$ cat src/rtl/mips_fetch_pkg.sv
// Shared fetch definitions: FSM state encoding, PC step size,
// default reset PC and the word-alignment helper for redirect targets.
package mips_fetch_pkg;

    typedef enum logic [1:0] {
        RESET_WAIT = 2'd0,
        REQ        = 2'd1,
        HOLD       = 2'd2,
        FLUSH      = 2'd3
    } fetch_state_e;

    localparam logic [31:0] PC_INC           = 32'd4;
    localparam logic [31:0] DEFAULT_RESET_PC = 32'h0000_0000;

    function automatic logic [31:0] align_word(input logic [31:0] a);
        return a & ~32'h3;
    endfunction

endpackage

$ cat src/rtl/ifetch_next_pc_mux.sv
// Next-PC 2:1 select for the fetch unit.
// Ports: pc_inc (PC+4), target (redirect), sel (1 = target), next_pc.
module ifetch_next_pc_mux (
    input  logic [31:0] pc_inc,
    input  logic [31:0] target,
    input  logic        sel,
    output logic [31:0] next_pc
);

    assign next_pc = sel ? target : pc_inc;

endmodule

$ cat src/rtl/ifetch_pc_ctrl.sv
// Instruction fetch PC controller: issues one request at a time, holds the
// returned word for decode and applies jump/branch redirects.
// Ports: clk, rst_n (sync, active low); imem_req/imem_addr/imem_ack/
// imem_rdata memory side; instr_valid/instr/instr_pc/id_ready decode side;
// branch_taken/branch_target, jump/jump_target redirects; pc_sel mux select.
module ifetch_pc_ctrl
    import mips_fetch_pkg::*;
#(
    parameter logic [31:0] RESET_PC = DEFAULT_RESET_PC
) (
    input  logic        clk,
    input  logic        rst_n,
    output logic        imem_req,
    output logic [31:0] imem_addr,
    input  logic        imem_ack,
    input  logic [31:0] imem_rdata,
    output logic        instr_valid,
    output logic [31:0] instr,
    output logic [31:0] instr_pc,
    input  logic        id_ready,
    input  logic        branch_taken,
    input  logic [31:0] branch_target,
    input  logic        jump,
    input  logic [31:0] jump_target,
    output logic        pc_sel
);

    fetch_state_e state;
    fetch_state_e state_nx;

    logic [31:0] pc;
    logic [31:0] tgt_q;
    logic [31:0] tgt_nx;
    logic [31:0] redir_tgt;
    logic [31:0] mux_tgt;
    logic [31:0] next_pc;
    logic        redir;
    logic        sel;
    logic        pc_load;
    logic        capture;

    assign redir     = jump | branch_taken;
    assign redir_tgt = align_word(jump ? jump_target : branch_target);

    always_comb begin
        state_nx = state;
        tgt_nx   = tgt_q;
        mux_tgt  = redir_tgt;
        sel      = 1'b0;
        pc_load  = 1'b0;
        capture  = 1'b0;
        unique case (state)
            RESET_WAIT: begin
                state_nx = REQ;
            end
            REQ: begin
                if (redir) begin
                    if (imem_ack) begin
                        sel     = 1'b1;
                        pc_load = 1'b1;
                    end else begin
                        state_nx = FLUSH;
                        tgt_nx   = redir_tgt;
                    end
                end else if (imem_ack) begin
                    state_nx = HOLD;
                    capture  = 1'b1;
                end
            end
            HOLD: begin
                if (redir) begin
                    sel      = 1'b1;
                    pc_load  = 1'b1;
                    state_nx = REQ;
                end else if (id_ready) begin
                    pc_load  = 1'b1;
                    state_nx = REQ;
                end
            end
            FLUSH: begin
                // The old request is still in flight; it must complete
                // before the redirect target can be fetched.
                if (imem_ack) begin
                    sel      = 1'b1;
                    pc_load  = 1'b1;
                    state_nx = REQ;
                    if (!redir) mux_tgt = tgt_q;
                end else if (redir) begin
                    tgt_nx = redir_tgt;
                end
            end
            default: begin
                state_nx = RESET_WAIT;
            end
        endcase
    end

    ifetch_next_pc_mux u_next_pc (
        .pc_inc  (pc + PC_INC),
        .target  (mux_tgt),
        .sel     (pc_sel),
        .next_pc (next_pc)
    );

    always_ff @(posedge clk) begin
        if (!rst_n) begin
            state    <= RESET_WAIT;
            pc       <= RESET_PC;
            tgt_q    <= '0;
            instr    <= '0;
            instr_pc <= '0;
        end else begin
            state <= state_nx;
            tgt_q <= tgt_nx;
            if (pc_load) pc <= next_pc;
            if (capture) begin
                instr    <= imem_rdata;
                instr_pc <= pc;
            end
        end
    end

    assign pc_sel      = rst_n & sel;
    assign imem_req    = (state == REQ) || (state == FLUSH);
    assign imem_addr   = pc;
    assign instr_valid = (state == HOLD);

endmodule

$ cat config.mk
export PLATFORM = sky130hd
export DESIGN_NAME = ifetch_pc_ctrl
export DESIGN_NICKNAME = d
export VERILOG_FILES = /design/src/rtl/mips_fetch_pkg.sv /design/src/rtl/ifetch_next_pc_mux.sv /design/src/rtl/ifetch_pc_ctrl.sv
export SDC_FILE = /design/constraint.sdc
export NUM_CORES = 1
export LEC_CHECK = 0
export ABC_AREA = 1
export ABC_CLOCK_PERIOD_IN_PS = 2050
export CAP_MARGIN = 20
export CORE_MARGIN = 8
export CORE_UTILIZATION = 48
export CTS_CLUSTER_SIZE = 20
export DETAILED_ROUTE_END_ITERATION = 7
export GPL_TIMING_DRIVEN = 0
export PLACE_DENSITY = 0.81
export REMOVE_ABC_BUFFERS = 1
export SLEW_MARGIN = 20
export SYNTH_ARGS = -nofsm -noshare
export SYNTH_HDL_FRONTEND = slang
export SYNTH_SLANG_ARGS = --single-unit
$ cat constraint.sdc
create_clock -name clk -period 2.05 [get_ports clk]
set_clock_uncertainty 0.15 [all_clocks]
set_input_delay 0.41 -clock clk [delete_from_list [all_inputs] [get_ports clk]]
set_output_delay 0.41 -clock clk [all_outputs]
set_load 0.1 [all_outputs]
# Word-level counts from Yosys, hierarchy flattened
# Index checks and enable logic that the tools add are counted.
# word_totals
input_bits,102
output_inout_bits,99
register_bits,130
# classes
n_addsub,1
bitwise,2
reduce_logical,5
mux,25
eq_ne,10
# op_table
cell,count
two-way mux 32 bit,8
one-hot mux 32 bit (2 select lines),1
"adder 32 x 3 -> 32 bit, second input constant",1
two-way mux 2 bit,6
"!= test 2 bit, second input constant",4
one-hot mux 2 bit (4 select lines),1
AND reduction 4 bit,2
two-way mux 1 bit,7
"!= test 3 bit, second input constant",2
one-hot mux 1 bit (3 select lines),2
"equality test 2 bit, second input constant",2
"!= test 3 x 1 -> 1 bit, second input constant",1
"equality test 2 x 1 -> 1 bit, second input constant",1
logical NOT 2 bit,1
nonzero test 2 bit,1
AND 1 bit,1
logical OR 1 bit,1
OR 1 bit,1

# Depth between registers and ports, before layout
# Gate-level depths: netlist of the first run.
# depth
word_depth,5
mapped_depth,12
depth_no_buf,11

# Modules after synthesis
# From an unflattened synthesis of the first run, not the netlist that was laid out.
# hier_totals
cells_unflattened,1116
area_unflattened_um2,7124.3
# by_module_without_submodules
module,cells_per_inst,area_each_um2,n_inst
ifetch_pc_ctrl,1012,6632.6,1
ifetch_next_pc_mux,104,491.7,1

# Least setup slack after synthesis of the first run
# Ideal clock, no wire load.
# synth_path
kind,register to register
from,register pc[3] (netlist: imem_addr[3])
to,register pc[16] (netlist: imem_addr[16])
path_buffers,0
arrival_ns,2.300
slack_ns,-0.509
period_less_slack_ns,2.559
stages_incl_launch_ff,11
path_cell_list,dfxtp_1 -> ha_1 -> nand3_1 -> inv_1 -> nand2_1 -> nor2_2 -> nand3_1 -> nand3_1 -> nand3_1 -> nand2_1 -> inv_1
# synth_between
elab_chain_len,2
# synth_rtl
element,line,source
start: declaration,ifetch_pc_ctrl.sv:31,logic [31:0] pc;
start signal: assignment,ifetch_pc_ctrl.sv:115,if (pc_load) pc <= next_pc;
adder 32 x 3 -> 32 bit,ifetch_pc_ctrl.sv:99,".pc_inc (pc + PC_INC),"
two-way mux 32 bit,ifetch_next_pc_mux.sv:10,assign next_pc = sel ? target : pc_inc;
# Every way passes these cells.
# A chain may end at the register's enable or synchronous reset.

# Worst setup path in the final report of the first run
# layout_path
from,register state[0]
to,output pc_sel
# layout_between
elab_chain_len,3
elab_cells_between_ends,5
# layout_rtl
element,line,source
start: declaration,ifetch_pc_ctrl.sv:28,fetch_state_e state;
start signal: assignment,ifetch_pc_ctrl.sv:113,state <= state_nx;
equality test 2 bit / equality test 2 x 1 -> 1 bit (equally long branches),ifetch_pc_ctrl.sv:52,unique case (state)
one-hot mux 1 bit (3 select lines) *,ifetch_pc_ctrl.sv:52,
AND 1 bit *,ifetch_pc_ctrl.sv:123,assign pc_sel = rst_n & sel;
end: declaration,ifetch_pc_ctrl.sv:25,output logic pc_sel
# Mark *: on every way between the ends. The rest lies on a longest branch, timed or not.

==> results.yml, run 1 <==
outcome:
  status: "finished, violations left"
  violations: "negative setup slack"
synth:
  postSynthCellCount: 1044
  synthTopCellsByArea: "dfxtp_1, nand2_1, o21ai_0"
  synth_commonest_cells: "nand2_1, nor2_1, o21ai_0"
  yosysWarnings: 0
  seq_area_frac_synth: 0.383
  async_reset_ff_frac: 0
  ys.flop_type: "dfxtp_1"
  synth-edff-count: 0
  ys_types: 36
  synth_area_leader_cell: "dfxtp_1"
  netlist_area_sq_mm: 0.00680
  ys_seq_elements: 130
  synth.most_common_cell: "nand2_1"
  syn_avg_cell_area_sq_um: 6.51
  yosys.area.top_type_share: 0.383
sta:
  whs_ns: 0.255
  hold_viol_final: 0
  slew_violations: 0
  period_share: 1.03
  fin_crit_ns: 2.11
  grt_setup_unrepaired: "yes"
  setup_viol: 1
  tightest_slew_ns: 0.584
  fmax_mhz: 473
  setup_tns_ns: -0.0632
  fin_ws_ns: -0.0632
  relSlewSlack: 0.613
hold_path:
  min_from: "rst_n"
  hold_path_class: "in -> reg"
  worstHoldPathCells: 3
  worstHoldEndpoint: "instr_pc[3]$_SDFFE_PN0P_"
clock_network:
  cts_sinks: 130
  cts_buffer_depth: 2
  cts_tree: "built"
  holdBufCountCts: 0
  cts_max_level: 4
  clockRootBuffer: "clkbuf_16"
  numCtsBuffers: 17
  path_clk_slew_ns: 0.05
  clk_latency_ns: 0.43
global_routing:
  grt_overflow: 0
  grt_pass1_wl_mm: 35.1
  grt_pass1_vias: 6966
  grt_use_met1: 0.290
  grt_use_met2: 0.396
  use_met3: 0.0702
  grt_util_all_layers: 0.239
  top_usage_layer: "met2"
  grt_max_degree: 87
  antenna_found_initial: 0
floorplan:
  dieArea_sq_mm: 0.0182
  io_pins: 201
  fp.dieW_um: 135
  core_sq_mm: 0.0139
  start_util: 0.490
  die_h_um: 135
  row_count: 43
pwr:
  power_mw: 7.82
  leakage_nw: 3.94
  peakVddDrop_mv: 0.573
  p_per_area_mw_per_mm2: 809
placement:
  hpwl_mm: 15.2
  placement.io_buffers: 196
  gp_congestion: 0.931
  placed_area_sq_mm: 0.00875
finish:
  fillers: 1185
  areaGrowthSynthToFinish_pct: 42.2
  fin_area_sq_mm: 0.00967
  seqCellArea_sq_mm: 0.00261
  multi_input_area_sq_mm: 0.00377
  antenna_cells: 0
  fin_nets: 1315
  drive_gt1_frac: 0.166
routing:
  drtIter0Drc: 820
  remaining_drc_errors: 0
  wl_per_cell_um: 16.4
  vias: 7617
  drt_pass1_iterations: 5
  viasPerCell: 5.42
  ant_nets: 0
  drt_wl_total_mm: 23.0
worst_setup_path:
  r2r_start: "state[1]$_SDFFE_PN0P_"
  cpMaxStageDelayCell: "dfxtp_4"
  end_kind: "output pin"
  crit_arrival_ns: 1.55
  path_cells: "inv_6, nor2_4, nand3_4, a21oi_4, buf_12"
  critical_path.max_fanout: 4
  regToRegSetupSlack_ns: 0.02
  r2r_cells: 7
  critPathBufInv: 2
  crit_family: "flip-flops"
  worstPathRequired_ns: 1.49
  worstSetupPathType: "reg -> out"
  r2r_end: "imem_addr[22]$_SDFFE_PN0P_"
  start_kind: "register"
  cpPeakStageDelay_ns: 0.41
run:
  maxCapViolations: 0
==> worst min-delay path, delay by kind of cell <==
kind                   cells  cell delay (ns)
AO/OA/AOI/OAI              1             0.12
buffers and inverters      1             0.20
AND/OR/NAND/NOR            1             0.04
==> logic make-up (layout without fill, tap and decap cells) <==
family,after synthesis,count (layout),synth area share
compound gates,259,259,0.210
xor+xnor,9,9,0.0116
fa+ha+maj,1,1,0.00184
buf+inv,144,319,0.0878
flops,130,130,0.383
simple gates,501,507,0.305
==> how the worst max path moves through the flow <==
stage               depth (start not counted)  slack [ns]             startpoint                      to
floorplan                                   6       -1.45  state[0]$_SDFFE_PN0P_  tgt_q[10]$_SDFFE_PN0P_
finish                                      5       -0.06  state[0]$_SDFFE_PN0P_                  pc_sel
global placement                            4       -5.65                  rst_n                  pc_sel
detailed placement                          6       -2.23               imem_ack                  pc_sel
CTS                                         5       -0.26  state[0]$_SDFFE_PN0P_                  pc_sel
global route                                5       -0.12  state[0]$_SDFFE_PN0P_                  pc_sel
==> registers in the layout, indices dropped and copies added (netlist names) <==
name / count
imem_addr: 32
instr: 32
instr_pc: 32
tgt_q: 32
state: 2
==> through the flow <==
step / util / setup slack (ns) / instances
after floorplan: - / -1.45 / 980
after global placement: 0.626 / -5.65 / 1356
after detailed placement: 0.630 / -2.23 / 1358
after CTS: 0.689 / -0.256 / 1396
after global routing: 0.696 / -0.117 / 1405
final: 0.696 / -0.0632 / 1405
==> repair_timing <==
action	CTS	global route
cloned	3	3
pin swaps	3	6
hold endpoints to repair	0	0
resized for setup	352	44
setup buffers	3	6
endpoints found under the setup margin	226	134
==> power breakdown <==
| group | switching [mW] | internal [mW] | leakage, nW |
|---|---|---|---|
| logic | 1.42 | 0.585 | 2.59 |
| registers | 0.144 | 2.68 | 1.06 |
| clock network | 1.13 | 1.87 | 0.288 |
| total | 2.69 | 5.13 | 3.94 |
==> final cells by class <==
class / instances / area share
Tap cell: 180 / 0.0233
Inverter: 80 / 0.0372
Multi-Input combinational cell: 776 / 0.390
Timing Repair Buffer: 207 / 0.219
Sequential cell: 130 / 0.270
Clock inverter: 11 / 0.0114
Clock buffer: 21 / 0.0487
==> layer usage <==
metal | wire length [um] | share of wire | up-vias
met5 | 0 | 0 | -
met3 | 2010 | 0.088 | 46
li1 | - | - | 3750
met4 | 522 | 0.023 | 0
met2 | 10900 | 0.48 | 344
met1 | 9520 | 0.41 | 3477
==> cell usage in the layout (no fill, tap or decap), drive strengths merged <==
cell           count
clkbuf            22
xor2               6
nor3               4
buf               29
clkdlybuf4s50     93
dfxtp            130
nor2             184
clkinv            10
clkdlybuf4s15     77
or2               16
a31oi              2
nand4              3
o211ai             3
o22ai              8
nand3             61
clkdlybuf4s18      6
a22o              20
a22oi             10
xnor2              3
inv               77
a21oi             80
clkinvlp           2
bufinv             2
o21ai            135
dlygate4sd2        1
a211oi             1
and2               1
ha                 1
nand2            238
Power figures use the tool's default switching activity.
==> run 2: changes to the inputs <==
--- a/config.mk
+++ b/config.mk
@@ -10,11 +10,13 @@
 export CAP_MARGIN = 20
 export CORE_MARGIN = 8
 export CORE_UTILIZATION = 48
+export CTS_CLUSTER_DIAMETER = 100
 export CTS_CLUSTER_SIZE = 20
 export DETAILED_ROUTE_END_ITERATION = 7
 export GPL_TIMING_DRIVEN = 0
 export PLACE_DENSITY = 0.81
 export REMOVE_ABC_BUFFERS = 1
+export SETUP_SLACK_MARGIN = 0.1
 export SLEW_MARGIN = 20
 export SYNTH_ARGS = -nofsm -noshare
 export SYNTH_HDL_FRONTEND = slang
==> run 2 against run 1 <==
Combinational power grew 2%. Clock-buffer cell count stayed put. Utilization is 0.58 points higher. Clock power hardly changed. Sequential power is essentially flat. The run still ends with negative setup slack left.
==> results.yml, run 2 (same netlist as run 1, synthesis figures left out) <==
outcome:
  status: "finished, violations left"
  violations: "negative setup slack"
pwr:
  p_per_area_mw_per_mm2: 807
  leakage_nw: 4.04
  peakVddDrop_mv: 0.578
sta:
  fmax_mhz: 468
  hold_viol_final: 0
  relSlewSlack: 0.570
  grt_setup_unrepaired: "yes"
  setup_tns_ns: -0.0941
  slew_violations: 0
  tightest_slew_ns: 0.644
  fin_ws_ns: -0.0858
  period_share: 1.04
  setup_viol: 2
  fin_crit_ns: 2.14
routing:
  vias: 7853
  drtIter0Drc: 912
  viasPerCell: 5.55
  drt_pass1_iterations: 6
  drt_wl_total_mm: 23.9
  ant_nets: 0
  remaining_drc_errors: 0
  wl_per_cell_um: 16.9
worst_setup_path:
  r2r_cells: 8
  worstSetupPathType: "reg -> out"
  cpMaxStageDelayCell: "dfxtp_4"
  regToRegSetupSlack_ns: -0.01
  path_cells: "nand2_8, nor2_4, nor2_2, a21oi_4, buf_12"
  r2r_end: "imem_addr[14]$_SDFFE_PN0P_"
  end_kind: "output pin"
  crit_arrival_ns: 1.58
  r2r_start: "state[1]$_SDFFE_PN0P_"
  critical_path.max_fanout: 8
  worstPathRequired_ns: 1.49
  cpPeakStageDelay_ns: 0.45
  start_kind: "register"
run:
  maxCapViolations: 0
placement:
  hpwl_mm: 15.2
  placement.io_buffers: 196
  dp_cells: 1358
  gp_congestion: 0.931
global_routing:
  grt_use_met2: 0.401
  grt_use_met1: 0.294
  grt_pass1_vias: 7121
  grt_util_all_layers: 0.244
  grt_overflow: 0
  antenna_found_initial: 0
  use_met3: 0.0702
  grt_max_degree: 87
  top_usage_layer: "met2"
  grt_pass1_wl_mm: 35.8
clock_network:
  path_clk_slew_ns: 0.06
  clk_latency_ns: 0.43
  cts_tree: "built"
  clockRootBuffer: "clkbuf_16"
  cts_max_level: 4
  cts_buffer_depth: 2
  holdBufCountCts: 0
  cts_sinks: 130
  numCtsBuffers: 17
floorplan:
  start_util: 0.490
  dieArea_sq_mm: 0.0182
  die_h_um: 135
  core_sq_mm: 0.0139
  io_pins: 201
  row_count: 43
  fp.dieW_um: 135
hold_path:
  worstHoldPathCells: 3
  hold_path_class: "in -> reg"
  worstHoldEndpoint: "tgt_q[4]$_SDFFE_PN0P_"
  min_from: "rst_n"
finish:
  areaGrowthSynthToFinish_pct: 43.4
  mostFrequentLayoutCells: "nand2_1, nor2_1, o21ai_0"
  layoutNonFillerInstCount: 1416
  antenna_cells: 0
  fin_nets: 1326
  drive_gt1_frac: 0.179
  final_common_cell: "nand2_1"
run 2: per-layer routing:
| layer | wire length, um | share of wire |
|---|---|---|
| met5 | 0 | 0 |
| met4 | 882 | 0.037 |
| met3 | 2160 | 0.090 |
| met2 | 11200 | 0.47 |
| met1 | 9670 | 0.40 |
run 2: how the worst max path moves through the flow:
stage,to,startpoint,slack (ns),depth (start not counted)
after floorplan,tgt_q[10]$_SDFFE_PN0P_,state[0]$_SDFFE_PN0P_,-1.45,6
after global placement,pc_sel,rst_n,-5.65,4
after detailed placement,pc_sel,imem_ack,-2.23,6
after CTS,pc_sel,state[0]$_SDFFE_PN0P_,-0.10,6
after global routing,pc_sel,state[1]$_SDFFE_PN0P_,-0.14,5
final,pc_sel,state[1]$_SDFFE_PN0P_,-0.09,5
run 2: metrics by stage:
| stage | utilization | area, sq um | worst slack, ns | power (mW) | hold slack [ns] |
|---|---|---|---|---|---|
| final | 0.702 | 9750 | -0.0858 | 7.86 | 0.260 |
| after global routing | 0.702 | 9750 | -0.136 | 8.15 | 0.282 |
| after CTS | 0.686 | 9530 | -0.104 | 7.80 | 0.251 |
| after detailed placement | 0.630 | 8750 | -2.23 | 4.80 | 0.276 |
| after global placement | 0.626 | 8690 | -5.65 | 4.77 | 0.272 |
| after floorplan | - | 6500 | -1.45 | 4.15 | 0.265 |
run 2: final cells by class:
type,instances,area [sq um]
clock inverters,11,110
fillers,1168,4140
flip-flops and latches,130,2610
inverters,80,354
repair inverters,1,20.0
repair buffers,217,2130
multi-input cells,776,3820
well taps,180,225
clock buffers,21,470
run 2: report_power, final:
group	switching [mW]	internal [mW]
Combinational	1.44	0.604
Clock	1.13	1.87
Sequential	0.146	2.68
run 2: critical path, delay by kind of cell, from the launching register on:
| family | cells | cell delay (ns) |
|---|---|---|
| flops | 1 | 0.45 |
| simple gates | 3 | 0.31 |
| buf+inv | 1 | 0.20 |
| compound gates | 1 | 0.19 |
run 2: repair_timing:
action,in CTS,in global routing
buffers inserted,7,12
endpoints found under the hold margin,0,0
endpoints found under the setup margin,227,125
cloned,4,3
pin swaps,6,8
resized for setup,414,38
